### src/rtl/tt6581_pkg.sv
// Shared definitions for the audio path (mixer and delta-sigma DAC).
// Contents:
//   VOICE_W / AUDIO_W / NUM_VOICES / VOL_W / PROD_W : datapath widths
//   voice_t  : signed voice sample
//   audio_t  : signed mixed audio sample, also consumed by the DAC
//   prod_t   : signed volume-scaled product
//   mix_state_t : mixer sequencing states
//   saturate() : scales a product by 1/8 (floor) and clamps to audio_t
package tt6581_pkg;

  localparam int VOICE_W    = 12;
  localparam int AUDIO_W    = 14;
  localparam int NUM_VOICES = 3;
  localparam int VOL_W      = 4;
  // Largest |sum * volume| is 6144 * 15 = 92160, which needs 18 signed bits.
  localparam int PROD_W     = 18;

  typedef logic signed [VOICE_W-1:0] voice_t;
  typedef logic signed [AUDIO_W-1:0] audio_t;
  typedef logic signed [PROD_W-1:0]  prod_t;

  localparam audio_t AUDIO_MAX = audio_t'(8191);
  localparam audio_t AUDIO_MIN = audio_t'(-8192);

  typedef enum logic [1:0] {
    ST_IDLE,
    ST_SUM,
    ST_MUL,
    ST_SAT
  } mix_state_t;

  // gain = volume / 8: arithmetic shift floors toward -inf, then clamp.
  function automatic audio_t saturate(input prod_t p);
    prod_t r;
    r = p >>> 3;
    if (r > prod_t'(AUDIO_MAX)) begin
      return AUDIO_MAX;
    end else if (r < prod_t'(AUDIO_MIN)) begin
      return AUDIO_MIN;
    end
    return r[AUDIO_W-1:0];
  endfunction

endpackage

### src/rtl/shift_add_mul.sv
// Serial signed x unsigned multiplier, one multiplier bit per cycle.
// Ports:
//   clk_i, rst_ni   : clock, asynchronous active-low reset
//   start_i         : load operands and clear the accumulator
//   multiplicand_i  : signed operand (mixed voice sum)
//   multiplier_i    : unsigned 4-bit operand (master volume)
//   done_o          : high during the cycle that accumulates the last bit;
//                     prod_o holds the final product from the next cycle on
//   prod_o          : signed accumulated product
module shift_add_mul
  import tt6581_pkg::*;
(
  input  logic             clk_i,
  input  logic             rst_ni,
  input  logic             start_i,
  input  audio_t           multiplicand_i,
  input  logic [VOL_W-1:0] multiplier_i,
  output logic             done_o,
  output prod_t            prod_o
);

  prod_t            acc;
  audio_t           mcand;
  logic [VOL_W-1:0] mplier;
  logic [1:0]       bit_idx;
  logic             busy;
  prod_t            addend;

  // NOTE: every variable assigned in always_comb gets a default first, so no
  // path leaves it unassigned and no latch is inferred.
  always_comb begin
    addend = '0;
    if (mplier[bit_idx]) begin
      addend = prod_t'(mcand) <<< bit_idx;
    end
  end

  // NOTE: state registers use non-blocking assignments so every register
  // samples the pre-edge values; blocking here would create ordering races.
  always_ff @(posedge clk_i or negedge rst_ni) begin
    if (!rst_ni) begin
      acc     <= '0;
      mcand   <= '0;
      mplier  <= '0;
      bit_idx <= '0;
      busy    <= 1'b0;
    end else if (start_i) begin
      acc     <= '0;
      mcand   <= multiplicand_i;
      mplier  <= multiplier_i;
      bit_idx <= '0;
      busy    <= 1'b1;
    end else if (busy) begin
      acc     <= acc + addend;
      bit_idx <= bit_idx + 2'd1;
      if (bit_idx == 2'(VOL_W - 1)) begin
        busy <= 1'b0;
      end
    end
  end

  assign done_o = busy && (bit_idx == 2'(VOL_W - 1));
  assign prod_o = acc;

endmodule

### src/rtl/audio_mixer.sv
// Three-voice mixer feeding the delta-sigma DAC. Holds the latest sample of
// each voice, sums them once every SAMPLE_DIV cycles, scales by volume/8 with
// a serial multiplier, saturates to 14 bits and emits a one-cycle pulse.
// Ports:
//   clk_i         : system clock (50 MHz)
//   rst_ni        : asynchronous active-low reset
//   voice_valid_i : voice_i / voice_idx_i carry a new sample this cycle
//   voice_idx_i   : voice number 0..2 (3 is ignored)
//   voice_i       : signed 12-bit voice sample
//   volume_i      : master volume 0..15, gain = volume/8
//   audio_valid_o : one-cycle pulse marking a new audio_o
//   audio_o       : signed 14-bit mixed sample, held between pulses
// Timing: tick (count == SAMPLE_DIV-1) is cycle 0; SUM is cycle 1 and its
// closing edge captures the sum and volume; MUL is cycles 2..5; SAT is
// cycle 6; audio_valid_o is high in cycle 7.
module audio_mixer
  import tt6581_pkg::*;
#(
  parameter int SAMPLE_DIV = 1000
) (
  input  logic               clk_i,
  input  logic               rst_ni,
  input  logic               voice_valid_i,
  input  logic [1:0]         voice_idx_i,
  input  logic [VOICE_W-1:0] voice_i,
  input  logic [VOL_W-1:0]   volume_i,
  output logic               audio_valid_o,
  output logic [AUDIO_W-1:0] audio_o
);

  if (SAMPLE_DIV < 8 || SAMPLE_DIV > 65535) begin : g_bad_sample_div
    $error("audio_mixer: SAMPLE_DIV=%0d outside 8..65535", SAMPLE_DIV);
  end

  localparam logic [15:0] COUNT_LAST = 16'(SAMPLE_DIV - 1);

  logic [15:0] count;
  logic        tick;
  voice_t      hold [NUM_VOICES];
  audio_t      sum;
  mix_state_t  state, state_next;
  logic        mul_start;
  logic        mul_done;
  prod_t       prod;

  assign tick = (count == COUNT_LAST);

  always_ff @(posedge clk_i or negedge rst_ni) begin
    if (!rst_ni) begin
      count <= '0;
    end else if (tick) begin
      count <= '0;
    end else begin
      count <= count + 16'd1;
    end
  end

  // NOTE: the hold array is only three registers and must read as zero after
  // reset, so it is reset explicitly; large RAM-style arrays would not be.
  always_ff @(posedge clk_i or negedge rst_ni) begin
    if (!rst_ni) begin
      for (int i = 0; i < NUM_VOICES; i++) begin
        hold[i] <= '0;
      end
    end else if (voice_valid_i) begin
      for (int i = 0; i < NUM_VOICES; i++) begin
        if (voice_idx_i == 2'(i)) begin
          hold[i] <= voice_i;
        end
      end
    end
  end

  // Sign-extended sum of the registered holds; a write on the capture edge
  // therefore lands in the next sample, not this one.
  always_comb begin
    sum = '0;
    for (int i = 0; i < NUM_VOICES; i++) begin
      sum = sum + audio_t'(hold[i]);
    end
  end

  always_ff @(posedge clk_i or negedge rst_ni) begin
    if (!rst_ni) begin
      state <= ST_IDLE;
    end else begin
      state <= state_next;
    end
  end

  always_comb begin
    state_next = state;
    mul_start  = 1'b0;
    case (state)
      ST_IDLE: if (tick) state_next = ST_SUM;
      ST_SUM: begin
        mul_start  = 1'b1;
        state_next = ST_MUL;
      end
      ST_MUL:  if (mul_done) state_next = ST_SAT;
      ST_SAT:  state_next = ST_IDLE;
      default: state_next = ST_IDLE;
    endcase
  end

  // Volume is sampled together with the sum, so later changes wait for the
  // next sample.
  shift_add_mul u_mul (
    .clk_i          (clk_i),
    .rst_ni         (rst_ni),
    .start_i        (mul_start),
    .multiplicand_i (sum),
    .multiplier_i   (volume_i),
    .done_o         (mul_done),
    .prod_o         (prod)
  );

  always_ff @(posedge clk_i or negedge rst_ni) begin
    if (!rst_ni) begin
      audio_o       <= '0;
      audio_valid_o <= 1'b0;
    end else begin
      audio_valid_o <= (state == ST_SAT);
      if (state == ST_SAT) begin
        audio_o <= saturate(prod);
      end
    end
  end

  // The computation spans 7 cycles and SAMPLE_DIV >= 8, so a tick can only
  // ever arrive while idle.
  tick_only_when_idle: assert property (
    @(posedge clk_i) disable iff (!rst_ni) tick |-> (state == ST_IDLE)
  );

endmodule

### config.mk
export PLATFORM = sky130hd
export DESIGN_NAME = audio_mixer
export DESIGN_NICKNAME = d
export VERILOG_FILES = /design/src/rtl/tt6581_pkg.sv /design/src/rtl/shift_add_mul.sv /design/src/rtl/audio_mixer.sv
export SDC_FILE = /design/constraint.sdc
export NUM_CORES = 1
export LEC_CHECK = 0
export CORE_MARGIN = 1
export CORE_UTILIZATION = 51
export CTS_CLUSTER_SIZE = 10
export DETAILED_ROUTE_END_ITERATION = 10
export GPL_TIMING_DRIVEN = 0
export PLACE_DENSITY = 0.8
export REMOVE_ABC_BUFFERS = 1
export SLEW_MARGIN = 20
export SYNTH_ARGS = -nofsm -noshare
export SYNTH_HDL_FRONTEND = slang
export SYNTH_HIERARCHICAL = 1
export SYNTH_SLANG_ARGS = --single-unit
### constraint.sdc
create_clock -name clk_i -period 3.5 [get_ports clk_i]
set_clock_uncertainty 0.15 [all_clocks]
set_input_delay 0.7 -clock clk_i [delete_from_list [all_inputs] [get_ports clk_i]]
set_output_delay 0.7 -clock clk_i [all_outputs]
set_load 0.01 [all_outputs]
; ---- Word level (Yosys, flattened, before mapping)
; Cells that the tools add are included.
; W data, S select, Z words.
[op_classes]
eq_ne = 9
addsub = 5
muxes = 21
reduce_logical = 8
shifts = 1
magnitude_cmp = 3
[ops]
columns = operator, n
row1 = $mux W18, 3
row2 = $mux W14, 3
row3 = $add A18 B18 Y18, 1
row4 = $sshl A14 B2 Y18, 1
row5 = $add A16 B1 Y16 const B, 1
row6 = $eq A16 B10 Y1 const B, 1
row7 = $mux W16, 1
row8 = $gt A15 B14 Y1 const B, 1
row9 = $lt A15 B14 Y1 const B, 1
row10 = $add A13 B12 Y14, 1
row11 = $add A12 B12 Y13, 1
row12 = $eq A2 B2 Y1 const B, 4
row13 = $mux W1, 8
row14 = $mux W2, 4
row15 = $pmux W2 S4, 1
row16 = $reduce_and A2 Y1, 4
row17 = $eq A2 B1 Y1 const B, 2
row18 = $logic_not A2 Y1, 2
row19 = $ne A2 B2 Y1 const B, 2
row20 = $lt A2 B3 Y1 const B, 1
row21 = $add A2 B1 Y2 const B, 1
row22 = $bmux W1 S2, 1
row23 = $reduce_bool A2 Y1, 1
row24 = $logic_and A1 B1 Y1, 1
[totals]
reg_bits = 108
word_cells = 59
out_inout_bits = 15
in_bits = 21

; ---- Longest topological paths before layout
[logic_depth]
word_depth = 6
ltp_mapped = 13
depth_no_buf = 11

; ---- Hierarchy
; Netlist, hierarchy kept.
[by_module_without_submodules]
columns = module, cells_each, instances, seq_area_each_um2, area_per_inst_um2
row1 = audio_mixer, 330, 1, 1726.7, 3799.9
row2 = shift_add_mul, 299, 1, 975.9, 2956.6

; ---- Least setup slack after synthesis
; Ideal clock, no wire load.
[synth_path]
path_kind = reg-to-reg
start = register u_mul.bit_idx[0]
end = register u_mul.acc[14], in the netlist u_mul/prod_o[14]
stages_incl_launch_ff = 12
path_slack_ps = 226
t_arrival_ps = 3055
setup_time_ps = 69
path_cell_list = dfrtp_1 -> buf_2 -> buf_2 -> mux2_2 -> nor2_1 -> ha_1 -> nor2b_4 -> o31a_4 -> o2111ai_4 -> a211oi_2 -> or4_1 -> nand3_1
[synth_via]
elab_chain_len = 6
word_cells_on_any_way = 7
[synth_rtl]
columns = element, line
row1 = "start, declared", shift_add_mul.sv:25  ; logic [1:0] bit_idx;
row2 = "start signal, assigned", shift_add_mul.sv:55  ; bit_idx <= bit_idx + 2'd1;
row3 = $bmux W1 S2, shift_add_mul.sv:33  ; if (mplier[bit_idx]) begin
row4 = $mux W1 (not written as such), shift_add_mul.sv:33
row5 = $mux W18 (*), shift_add_mul.sv:33
row6 = $add A18 B18 Y18 (*), shift_add_mul.sv:54  ; acc <= acc + addend;
row7 = $mux W18 (*), shift_add_mul.sv:53  ; end else if (busy) begin
row8 = $mux W18 (*), shift_add_mul.sv:47  ; end else if (start_i) begin
row9 = "end signal, assigned", shift_add_mul.sv:54
row10 = "end, declared", shift_add_mul.sv:22  ; prod_t acc;
; Every way passes the cells marked *; elsewhere a longest branch is shown, timed or not. The select of a mux whose other input is x is not followed.
; A chain may end at the register's enable or synchronous reset.

; ---- Worst setup path after layout
; Ends and elaborated chain as after synthesis.

==> flow_summary_export.csv <==
group,metric,value,unit
cells_and_area,fill_cells,1049,
timing,min_period_over_period,94.1,%
critical_path,rr_startpoint,"u_mul/bit_idx[0]",
critical_path,setup.worst_path.start,"u_mul/bit_idx[0]",
floorplan,fp-row-count,41,
critical_path,critPathKind,"reg -> reg",
cts,numCtsBuffers,9,
timing,final_hold_viol_count,0,
grt,grt-ovfl-total,0,
drt,drc_errors,0,
logic_synthesis,synthArstFlopShare,100,%
hold_path,hold_path_class,"in -> async",
critical_path,slowest_delay,0.56,ns
power_and_ir_drop,ir_drop,0.000396,V
grt,first_global_vias,4868,
critical_path,start_kind,"flip-flop",
cts,cts_buffer_depth,2,
logic_synthesis,synth_warnings,6,
cells_and_area,syn_to_final_growth,12.4,%
timing,holdWs,0.0639,ns
floorplan,die_w,117,µm
drt,postRouteAntennaNets,0,
placed_design,hpwl,9850,µm
grt,antenna_found_initial,0,
cts,clk_pin_slew,0.07,ns
cells_and_area,num_antenna_cells,0,
timing,max_freq,304,MHz
drt,routed_via_density,5.87,
cells_and_area,final_core_util,59.4,%
timing,tightest_slew,0.827,ns
cts,cts_tree,"yes",
drt,firstDrtPassIters,4,
critical_path,endpoint_kind,"flip-flop",
logic_synthesis,postSynthAreaPerCell,10.7,µm²
critical_path,worstPathArrival,3.44,ns
floorplan,core_area,12800,µm²
placed_design,port_buffers,35,
grt,grt_pass1_wl,22800,µm
run,drv_cap,0,
timing,timing.final.crit_period,3.29,ns
cts,clock_latency,0.36,ns
floorplan,ioPinCount,36,
logic_synthesis,synth_adder_area_share,10.8,%
critical_path,critPathCapture,"u_mul/prod_o[14]",
critical_path,rr_worst_depth,10,
timing,tns,0,ns
logic_synthesis,yosysSeqAreaShare,40.0,%
cells_and_area,drive_gt1_share,17.3,%
power_and_ir_drop,p_leak,3.28,nW
critical_path,cp.required,3.64,ns
grt,grt.total_usage,21.7,%
logic_synthesis,yosysUniqueCellTypes,63,
drt,wl_per_cell,15.9,µm
logic_synthesis,synth_xor_area_share,3.24,%
logic_synthesis,synth-simple-area-share,12.7,%
cts,cts_num_sinks,108,
cts,root_buffer,"clkbuf_16",
floorplan,start_util,52.9,%
logic_synthesis,synth_ff_type,"dfrtp_1",
logic_synthesis,ys_ff_latch,108,
critical_path,path_cells,"buf_4 -> mux2_2 -> nor2_1 -> ha_1 -> nor2b_4 -> o31a_4 -> o2111ai_4 -> a211oi_2 -> or4_1 -> nand3_1",
timing,setup_viol,0,
critical_path,rrSetupSlack,0.21,ns
drt,wl,13200,µm
timing,slew_viol_final,0,
critical_path,worstPathMaxFanout,13,
cells_and_area,final_nets,724,
floorplan,die_y,117,µm
logic_synthesis,muxShareOfSynthArea,16.7,%
logic_synthesis,synth_edf_count,0,
timing,layout_setup_ws,0.206,ns
drt,drt_first_iter_violations,280,
critical_path,cp_slowest_cell,"dfrtp_4",
run_status,status,"complete, no violations",
logic_synthesis,syn_inst,629,
logic_synthesis,synth_compound_area_share,13.7,%
placed_design,routabilityCongestion,0.850,
power_and_ir_drop,p_per_area,473,nW/µm²
logic_synthesis,synth_top_family_by_area,"multiplexers",
timing,rsz0062_at_grt,"false",
timing,timing.slew.headroom,44.8,%
cells_and_area,ff_latch_area,2710,µm²
cells_and_area,multi_input_comb_area,3870,µm²
placed_design,post-place-ws,-0.419,ns
cts,htree_levels,3,
logic_synthesis,syn_area,6760,µm²
grt,grt_max_degree,79,
floorplan,dieArea,13700,µm²
drt,vias,4868,
critical_path,rr_endpoint,"u_mul/prod_o[14]",
[area by class of cell]
cell class	count	share of cell area (%)
clock inverters	5	0.791
well taps	172	2.84
clock buffers	11	3.20
flip-flops and latches	108	35.7
repair buffers	38	5.19
inverters	26	1.29
multi-input cells	470	51.0
[stage by stage]
stage | power [W] | cell area [µm²] | std cells
global placement | 0.00251 | 7220 | 811
CTS | 0.00361 | 7570 | 829
global route | 0.00383 | 7590 | 830
finish | 0.00359 | 7590 | 830
floorplan | 0.00228 | 6660 | 604
detailed placement | 0.00256 | 7270 | 813
[flip-flops by register name (all words and copies together), names as in the netlist]
register / count
hold: 36
u_mul/prod_o: 18
count: 16
audio_o: 14
u_mul/mcand: 14
u_mul/mplier: 4
state: 2
u_mul/bit_idx: 2
audio_valid_o: 1
u_mul/busy: 1
[report_power, final]
group | internal (W) | switching (W)
Combinational | 0.000532 | 0.000638
Clock | 0.000577 | 0.000455
Sequential | 0.00133 | 0.0000594
Total | 0.00244 | 0.00115
[worst max-delay path, delay by kind of cell, from the launching register on]
kind	cells	cell delay, ns
AND/OR/NAND/NOR	4	0.87
AO/OA/AOI/OAI	3	0.71
flip-flops	1	0.56
multiplexers	1	0.40
adder cells (fa/ha/maj)	1	0.28
buffers and inverters	1	0.25
[layer usage]
| metal | track usage [%] | wire (µm) | vias to the layer above |
|---|---|---|---|
| li1 | - | - | 2349 |
| met1 | 26.9 | 5810 | 2402 |
| met2 | 37.1 | 6650 | 104 |
| met3 | 5.46 | 547 | 13 |
| met4 | 6.84 | 167 | 0 |
| met5 | 0 | 0 | - |
[logic make-up (layout without fill, tap and decap cells)]
logic type	count (synthesis)	count (layout)
xor gates and xnor gates	25	25
muxes	89	89
adders and majority gates	50	50
AOI/OAI and AO/OA	136	136
and+or+nand+nor	170	170
DFF	108	108
buffers and inverters	51	80
[layout by cell type (no fill, tap or decap), drive strengths merged, types with 20 or more instances in the layout]
master	netlist	routed
dfrtp	108	108
mux2	69	69
a21oi	49	49
nor2	45	45
nand2	45	45
ha	36	36
clkdlybuf4s50	0	34
inv	25	26
o21ai	20	20
[cell usage after synthesis, types with 3 or more instances]
| library cell | instances | area share [%] |
|---|---|---|
| buf_2 | 4 | 0.30 |
| mux2i_1 | 8 | 1.2 |
| xor2_1 | 7 | 0.91 |
| fa_1 | 14 | 4.1 |
| o2111ai_1 | 3 | 0.39 |
| clkbuf_1 | 13 | 0.72 |
| a211oi_1 | 9 | 1.0 |
| mux2_2 | 68 | 11 |
| buf_1 | 8 | 0.44 |
| inv_1 | 25 | 1.4 |
| xnor2_1 | 18 | 2.3 |
| nand2b_1 | 3 | 0.28 |
| nor4_1 | 3 | 0.28 |
| nand3_1 | 18 | 1.3 |
| a21oi_1 | 49 | 3.6 |
| ha_1 | 36 | 6.7 |
| a21o_1 | 11 | 1.2 |
| nand4_1 | 5 | 0.46 |
| nand3b_1 | 6 | 0.67 |
| o311ai_0 | 3 | 0.39 |
| o21a_1 | 5 | 0.56 |
| dfrtp_1 | 108 | 40 |
| mux4_2 | 12 | 4.0 |
| o21bai_1 | 4 | 0.44 |
| a31oi_1 | 5 | 0.46 |
| and2_1 | 14 | 1.3 |
| nor2_1 | 45 | 2.5 |
| o21ai_0 | 19 | 1.4 |
| a2111oi_0 | 3 | 0.39 |
| nor3_1 | 13 | 0.96 |
| o211ai_1 | 8 | 0.89 |
| nand2_1 | 45 | 2.5 |
[worst min path at each step]
stage,slack (ns),to,cells past startpoint
6_report,0.06,audio_o[10],1
5_1_grt,0.08,audio_o[10],1
4_1_cts,0.07,audio_o[10],1
3_5_place_dp,0.30,count[0],1
3_3_place_gp,0.29,count[0],1
2_1_floorplan,0.25,audio_o[0],0
[timing repair]
action / 4_1_cts / 5_1_grt
hold endpoints to repair: 0 / 0
hold buffers: 0 / 0
setup endpoints to repair: 11 / 7
resized for setup: 3 / 2
buffers inserted: 0 / 1
Note: power is estimated with default switching activity, not from simulation.
